`src/rtl/fetch_stage_if.sv`:
```
`timescale 1ns/1ps
// Fetch-stage bundle: execute-stage redirect, instruction-memory read port and
// the decode-facing instruction register with its stall.
//   master : the fetch stage (drives imem request and decode outputs)
//   slave  : the surrounding pipeline / memory (drives stall, redirect, rdata)
interface fetch_stage_if #(
  parameter int unsigned PC_W    = 16,
  parameter int unsigned INSTR_W = 24
);
  // decode back-pressure and execute-stage redirect
  logic               stall_i;
  logic               branch_taken_i;
  logic [PC_W-1:0]    branch_target_i;
  // instruction-memory read port (1-cycle latency)
  logic               imem_en_o;
  logic [PC_W-1:0]    imem_addr_o;
  logic [INSTR_W-1:0] imem_rdata_i;
  // decode-facing instruction register
  logic               valid_o;
  logic [INSTR_W-1:0] instr_o;
  logic [3:0]         opcode_o;
  logic [PC_W-1:0]    pc_o;
  logic [PC_W-1:0]    pc_plus1_o;

  modport master (
    input  stall_i, branch_taken_i, branch_target_i, imem_rdata_i,
    output imem_en_o, imem_addr_o, valid_o, instr_o, opcode_o, pc_o, pc_plus1_o
  );

  modport slave (
    output stall_i, branch_taken_i, branch_target_i, imem_rdata_i,
    input  imem_en_o, imem_addr_o, valid_o, instr_o, opcode_o, pc_o, pc_plus1_o
  );
endinterface

```
`src/rtl/fetch_stage.sv`:
```
`timescale 1ns/1ps
// Instruction-fetch stage. Holds the PC, issues word reads to a synchronous
// instruction memory and presents a registered instruction/opcode/PC to decode.
// A one-entry skid buffer catches the word that lands while decode stalls;
// a taken branch flushes everything in flight and redirects the PC.
// Ports:
//   clk, rst_n : clock (rising edge), asynchronous active-low reset
//   bus        : fetch_stage_if.master (redirect, imem port, decode outputs)
module fetch_stage #(
  parameter int unsigned           PC_W      = 16,
  parameter int unsigned           INSTR_W   = 24,
  parameter logic [PC_W-1:0]       RESET_PC  = '0,
  parameter logic [INSTR_W-1:0]    NOP_INSTR = INSTR_W'(24'h900000)
) (
  input  logic           clk,
  input  logic           rst_n,
  fetch_stage_if.master  bus
);

  localparam int unsigned OPC_W = 4;

  // PC / in-flight read tracking
  logic [PC_W-1:0]    pc_q, pc_d;
  logic               inflight_q, inflight_d;
  logic [PC_W-1:0]    inflight_pc_q, inflight_pc_d;
  // skid entry
  logic               skid_valid_q, skid_valid_d;
  logic [INSTR_W-1:0] skid_instr_q, skid_instr_d;
  logic [PC_W-1:0]    skid_pc_q, skid_pc_d;
  // decode-facing output register
  logic               valid_q, valid_d;
  logic [INSTR_W-1:0] instr_q, instr_d;
  logic [PC_W-1:0]    out_pc_q, out_pc_d;

  logic               imem_en_c;

  // Issue only when decode can take the stream and nothing is redirecting it;
  // this keeps at most one word outstanding while stalled.
  assign imem_en_c = rst_n & ~bus.stall_i & ~bus.branch_taken_i;

  assign bus.imem_en_o   = imem_en_c;
  assign bus.imem_addr_o = pc_q;
  assign bus.valid_o     = valid_q;
  assign bus.instr_o     = instr_q;
  assign bus.pc_o        = out_pc_q;
  assign bus.opcode_o    = instr_q[INSTR_W-1 -: OPC_W];
  assign bus.pc_plus1_o  = out_pc_q + PC_W'(1);

  // Next-state logic for PC, in-flight tracking, skid and output register
  always_comb begin
    pc_d          = pc_q;
    inflight_d    = 1'b0;
    inflight_pc_d = inflight_pc_q;
    skid_valid_d  = skid_valid_q;
    skid_instr_d  = skid_instr_q;
    skid_pc_d     = skid_pc_q;
    valid_d       = valid_q;
    instr_d       = instr_q;
    out_pc_d      = out_pc_q;

    if (imem_en_c) begin
      pc_d          = pc_q + PC_W'(1);
      inflight_d    = 1'b1;
      inflight_pc_d = pc_q;
    end

    if (bus.branch_taken_i) begin
      // Flush: drop the in-flight word, the skid entry and the wrong-path output
      pc_d         = bus.branch_target_i;
      inflight_d   = 1'b0;
      skid_valid_d = 1'b0;
      valid_d      = 1'b0;
      instr_d      = NOP_INSTR;
    end else if (bus.stall_i) begin
      // Output holds; a word returning now would otherwise be lost
      if (inflight_q) begin
        skid_valid_d = 1'b1;
        skid_instr_d = bus.imem_rdata_i;
        skid_pc_d    = inflight_pc_q;
      end
    end else if (skid_valid_q) begin
      // Skid is older than anything in flight, so it drains first
      skid_valid_d = 1'b0;
      valid_d      = 1'b1;
      instr_d      = skid_instr_q;
      out_pc_d     = skid_pc_q;
    end else if (inflight_q) begin
      valid_d  = 1'b1;
      instr_d  = bus.imem_rdata_i;
      out_pc_d = inflight_pc_q;
    end else begin
      valid_d = 1'b0;
      instr_d = NOP_INSTR;
    end
  end

  // State registers
  always_ff @(posedge clk or negedge rst_n) begin
    if (!rst_n) begin
      pc_q          <= RESET_PC;
      inflight_q    <= 1'b0;
      inflight_pc_q <= '0;
      skid_valid_q  <= 1'b0;
      skid_instr_q  <= NOP_INSTR;
      skid_pc_q     <= '0;
      valid_q       <= 1'b0;
      instr_q       <= NOP_INSTR;
      out_pc_q      <= '0;
    end else begin
      pc_q          <= pc_d;
      inflight_q    <= inflight_d;
      inflight_pc_q <= inflight_pc_d;
      skid_valid_q  <= skid_valid_d;
      skid_instr_q  <= skid_instr_d;
      skid_pc_q     <= skid_pc_d;
      valid_q       <= valid_d;
      instr_q       <= instr_d;
      out_pc_q      <= out_pc_d;
    end
  end

endmodule
```
`src/flat_wrapper.sv`:
```
// flat-port wrapper written by rule: the top's interface ports become plain ports
module fetch_stage_flat 
#(
  parameter int unsigned           PC_W      = 16,
  parameter int unsigned           INSTR_W   = 24,
  parameter logic [PC_W-1:0]       RESET_PC  = '0,
  parameter logic [INSTR_W-1:0]    NOP_INSTR = INSTR_W'(24'h900000)
)
  (clk, rst_n, bus_stall_i, bus_branch_taken_i, bus_branch_target_i, bus_imem_rdata_i, bus_imem_en_o, bus_imem_addr_o, bus_valid_o, bus_instr_o, bus_opcode_o, bus_pc_o, bus_pc_plus1_o);
  fetch_stage_if #(.PC_W(PC_W), .INSTR_W(INSTR_W)) bus_i ();
  input  logic clk;
  input  logic rst_n;
  input wire logic [$bits(bus_i.stall_i)-1:0] bus_stall_i;
  input wire logic [$bits(bus_i.branch_taken_i)-1:0] bus_branch_taken_i;
  input wire logic [$bits(bus_i.branch_target_i)-1:0] bus_branch_target_i;
  input wire logic [$bits(bus_i.imem_rdata_i)-1:0] bus_imem_rdata_i;
  output wire logic [$bits(bus_i.imem_en_o)-1:0] bus_imem_en_o;
  output wire logic [$bits(bus_i.imem_addr_o)-1:0] bus_imem_addr_o;
  output wire logic [$bits(bus_i.valid_o)-1:0] bus_valid_o;
  output wire logic [$bits(bus_i.instr_o)-1:0] bus_instr_o;
  output wire logic [$bits(bus_i.opcode_o)-1:0] bus_opcode_o;
  output wire logic [$bits(bus_i.pc_o)-1:0] bus_pc_o;
  output wire logic [$bits(bus_i.pc_plus1_o)-1:0] bus_pc_plus1_o;
  assign bus_i.stall_i = bus_stall_i;
  assign bus_i.branch_taken_i = bus_branch_taken_i;
  assign bus_i.branch_target_i = bus_branch_target_i;
  assign bus_i.imem_rdata_i = bus_imem_rdata_i;
  assign bus_imem_en_o = bus_i.imem_en_o;
  assign bus_imem_addr_o = bus_i.imem_addr_o;
  assign bus_valid_o = bus_i.valid_o;
  assign bus_instr_o = bus_i.instr_o;
  assign bus_opcode_o = bus_i.opcode_o;
  assign bus_pc_o = bus_i.pc_o;
  assign bus_pc_plus1_o = bus_i.pc_plus1_o;
  fetch_stage #(.PC_W(PC_W), .INSTR_W(INSTR_W), .RESET_PC(RESET_PC), .NOP_INSTR(NOP_INSTR)) u_core (.clk(clk), .rst_n(rst_n), .bus(bus_i));
endmodule
```
`config.mk`:
```
export PLATFORM = sky130hd
export DESIGN_NAME = fetch_stage_flat
export DESIGN_NICKNAME = d
export VERILOG_FILES = /design/src/rtl/fetch_stage_if.sv /design/src/rtl/fetch_stage.sv /design/src/flat_wrapper.sv
export SDC_FILE = /design/constraint.sdc
export NUM_CORES = 1
export LEC_CHECK = 0
export BUFFER_PORTS_ARGS = -buffer_cell sky130_fd_sc_hd__buf_4
export CAP_MARGIN = 20
export CORE_MARGIN = 2
export CORE_UTILIZATION = 30
export DETAILED_ROUTE_END_ITERATION = 10
export GPL_ROUTABILITY_DRIVEN = 0
export PLACE_DENSITY = 0.55
export RECOVER_POWER = 100
export SETUP_SLACK_MARGIN = 0.02
export SLEW_MARGIN = 40
export SYNTH_ARGS = -nofsm -noshare
export SYNTH_HDL_FRONTEND = slang
export SYNTH_SLANG_ARGS = --single-unit
```
`constraint.sdc`:
```
create_clock -name clk -period 1.9 [get_ports clk]
set_clock_uncertainty 0.05 [all_clocks]
set_input_delay 0.095 -clock clk [delete_from_list [all_inputs] [get_ports clk]]
set_output_delay 0.095 -clock clk [all_outputs]
set_load 0.05 [all_outputs]
```
==> results.md <==
* Worst Setup End Kind: primary output
* Initial antenna violation count at 0
* Final hold violations at 0
* Detail Route Antenna Nets at 0
* Num CTS Buffers at 17
* Most frequent cells in the layout: dfrtp_1 (97), buf_4 (72), clkbuf_1 (64)
* Max-Cap Viols at 0
* Initial Util at between 30 and 40%
* Tightest Hold Check Type: in2async
* Syn avg cell area at 11.5 um^2
* Startpoint Class: register
* Register area at roughly 2900 um^2
* Worst-Skew Late Latency at ~0.4 ns
* Critical path arrival at 1.82 ns
* Non-Filler Instances at 880
* Final worst slack at -0.0668 ns
* Power density cells at 1230 nW/um^2
* Core Util, Final at 44.2%
* Diode count at 0
* Post-synthesis cell area at 5260 um^2
* Reg2reg end: u_core.bus.pc_o[3]
* Worst slew pin tran at approximately 1.3 ns
* DRT iter0 DRCs at 207
* Syn_nets at 503
* Largest cells by area after synthesis: dfrtp_1 (53%), mux2_1 (10%), a221oi_1 (3.7%), mux2i_1 (3.6%), nor2b_1 (3.3%)
* Failing checks: negative setup slack
* Largest net degree at the start of global routing at 52
* Final setup TNS at -0.209 ns
* Global route total overflow at 0
* RSZ-0062 raised after global routing: yes
* Detailed Place HPWL at 8.89 mm
* Boundary Pins at 122
* #FFs+latches synth at 115
* Fmax at 508 MHz
* Tmin final at 1.97 ns
* Post-synth top area share at approximately 53%
* Reg2reg setup slack at between 0.1 and 0.15 ns
* CTS Buffer Depth at 2
* Via density at 4.71
* Setup violators final at 6
* CTS tree: built
* Wire length of the first global-routing pass at roughly 21 mm
* Outcome: complete, but fails checks
* Die area at 18600 um^2
* Root buffer cell: clkbuf_16
* Register area share after synthesis at a little over half
* Synth cell types at 39
* Fraction of layout cells with a size suffix above 1 at between 20% and 30%
* Nets at approximately 690
* Number of global-route vias before repair at between 4000 and 5000
* Worst EP required at 1.75 ns
* Most common cell after layout, fill and taps aside: dfrtp_1
* CP Cell Sequence: nand2_2 > or3_4 > nor3_4 > xor2_2 > buf_6
* CP delay by family, top: simple AND/OR/NAND/NOR gates
* Final max-slew violation count at 0
* Row count at between 40 and 50
* Die Height at 136 um
* Worst reg2reg startpoint: u_core.skid_valid_q
* Slowest-stage cell, CP: or3_4
* Clock-pin slew on the worst setup and hold paths at 0.06 ns
* Vias at 4143
* Buf+Inv Stages, Crit Path at 1
* Number of I/O port buffers at around 120
* Crit-path max FO at 4
* Final period util at 104%
* DP Worst Slack at around 0.14 ns
* Peak supply drop at 0.630 mV
* Rel. slew slack at 13.3%
* Detailed-router iteration count before antenna repair at 4
* Layout area overhead at 44.8%
* Global Route Usage Sum at between 10% and 20%
* Clk sinks at 115
* CP peak stage delay at 0.42 ns
* Placed insts at 792
* Area of the multi-input gates at ~2400 um^2
* Fillers at 1661
* Synth area leader: dfrtp_1
* FF-to-FF path depth at 6
* Total Wirelength at about 13 mm
* Synth warnings at 0
* Drt drc at 0
* Cells after synthesis at 457
* Critical setup path kind: reg2out
* H-Tree Depth at 4
* Routed len/inst at about 15 um
* Core ar. at approximately 17000 um^2
* Die W at 136 um
* Static leakage at 3.28 nW
* Power Total at 0.00934 W
final cells by class:
type / count / area share, %
Clock buffer: 20 / 6.00
Sequential cell: 115 / 38.1
Tap cell: 225 / 3.70
Inverter: 7 / 0.345
Clock inverter: 12 / 2.37
Timing Repair Buffer: 199 / 18.1
Multi-Input combinational cell: 302 / 31.4
cells in the mapped netlist:
cell type / n
o211ai_1: 3
o21ai_1: 23
and4_1: 2
a221oi_1: 22
clkbuf_1: 19
nor2_2: 1
buf_6: 1
buf_4: 5
and3_1: 1
and4b_1: 2
o21ai_0: 5
nand4b_1: 1
o22ai_1: 2
nand2b_1: 1
o31ai_1: 1
mux2_1: 49
xnor2_1: 11
inv_1: 7
dfstp_2: 4
nor3_1: 28
nor2_1: 7
dfrtp_1: 111
or3_1: 3
nand4_2: 1
mux2_2: 7
nand4_1: 8
nand3_1: 9
a31oi_1: 2
xor2_1: 13
nand2_1: 46
buf_1: 1
nor4_2: 1
or4_1: 1
and2_0: 1
ha_1: 2
a22oi_1: 2
buf_2: 7
nor2b_1: 28
mux2i_1: 19
cells by family after synthesis:
group	Yosys count	synth area share (%)
mux	75	15.6
compound gates	60	7.66
fa+ha+maj	2	0.476
buf+inv	40	3.52
flops	115	54.8
simple gates	141	13.9
xor+xnor	24	4.00
per-stage QoR:
stage,hold slack (ns),cell area [um^2]
after global placement,-0.133,6590
after global routing,0.0103,7610
after CTS,0.00460,7800
after floorplan,-0.251,5390
final,0.0105,7610
after detailed placement,-0.134,6600
per-layer routing:
metal	GRT usage, %	share of wire, %	vias to the layer above
met3	2.46	3.5	11
met4	4.86	1.1	0
met1	20.5	49	2045
li1	-	-	2007
met5	0	0	-
met2	22.3	47	80
power by group:
group          leakage [nW]  internal, W  total, W  switching, W
Sequential             1.42      0.00295   0.00333      0.000378
Clock                 0.307      0.00227   0.00338       0.00111
Combinational          1.56     0.000908   0.00262       0.00172
timing repair:
| item | CTS | global route |
|---|---|---|
| hold buffers | 43 | 0 |
| pin swaps | 9 | 11 |
| cloned | 0 | 0 |
| buffers inserted | 7 | 6 |
| resized for setup | 21 | 8 |
| hold endpoints to repair | 176 | 0 |
| setup endpoints to repair | 8 | 9 |
flip-flops by register name, summed over array words and instances (netlist names):
register	cells
u_core.bus.imem_addr_o	16
u_core.bus.instr_o	24
u_core.bus.pc_o	16
u_core.bus.valid_o	1
u_core.inflight_pc_q	16
u_core.inflight_q	1
u_core.skid_instr_q	24
u_core.skid_pc_q	16
u_core.skid_valid_q	1
worst max-delay path by stage:
stage                              start                         end  slack, ns  cells past startpoint
3_5_place_dp   u_core.bus.imem_addr_o[0]  u_core.bus.imem_addr_o[12]       0.14                      5
6_report             u_core.bus.pc_o[10]          bus_pc_plus1_o[15]      -0.07                      5
5_1_grt               u_core.bus.pc_o[9]          bus_pc_plus1_o[15]      -0.12                      5
2_1_floorplan         u_core.bus.pc_o[4]          bus_pc_plus1_o[15]      -0.18                      4
4_1_cts               u_core.bus.pc_o[9]          bus_pc_plus1_o[14]      -0.10                      5
3_3_place_gp           u_core.inflight_q      u_core.bus.instr_o[14]       0.16                      3
Power figures use the tool's default switching activity.
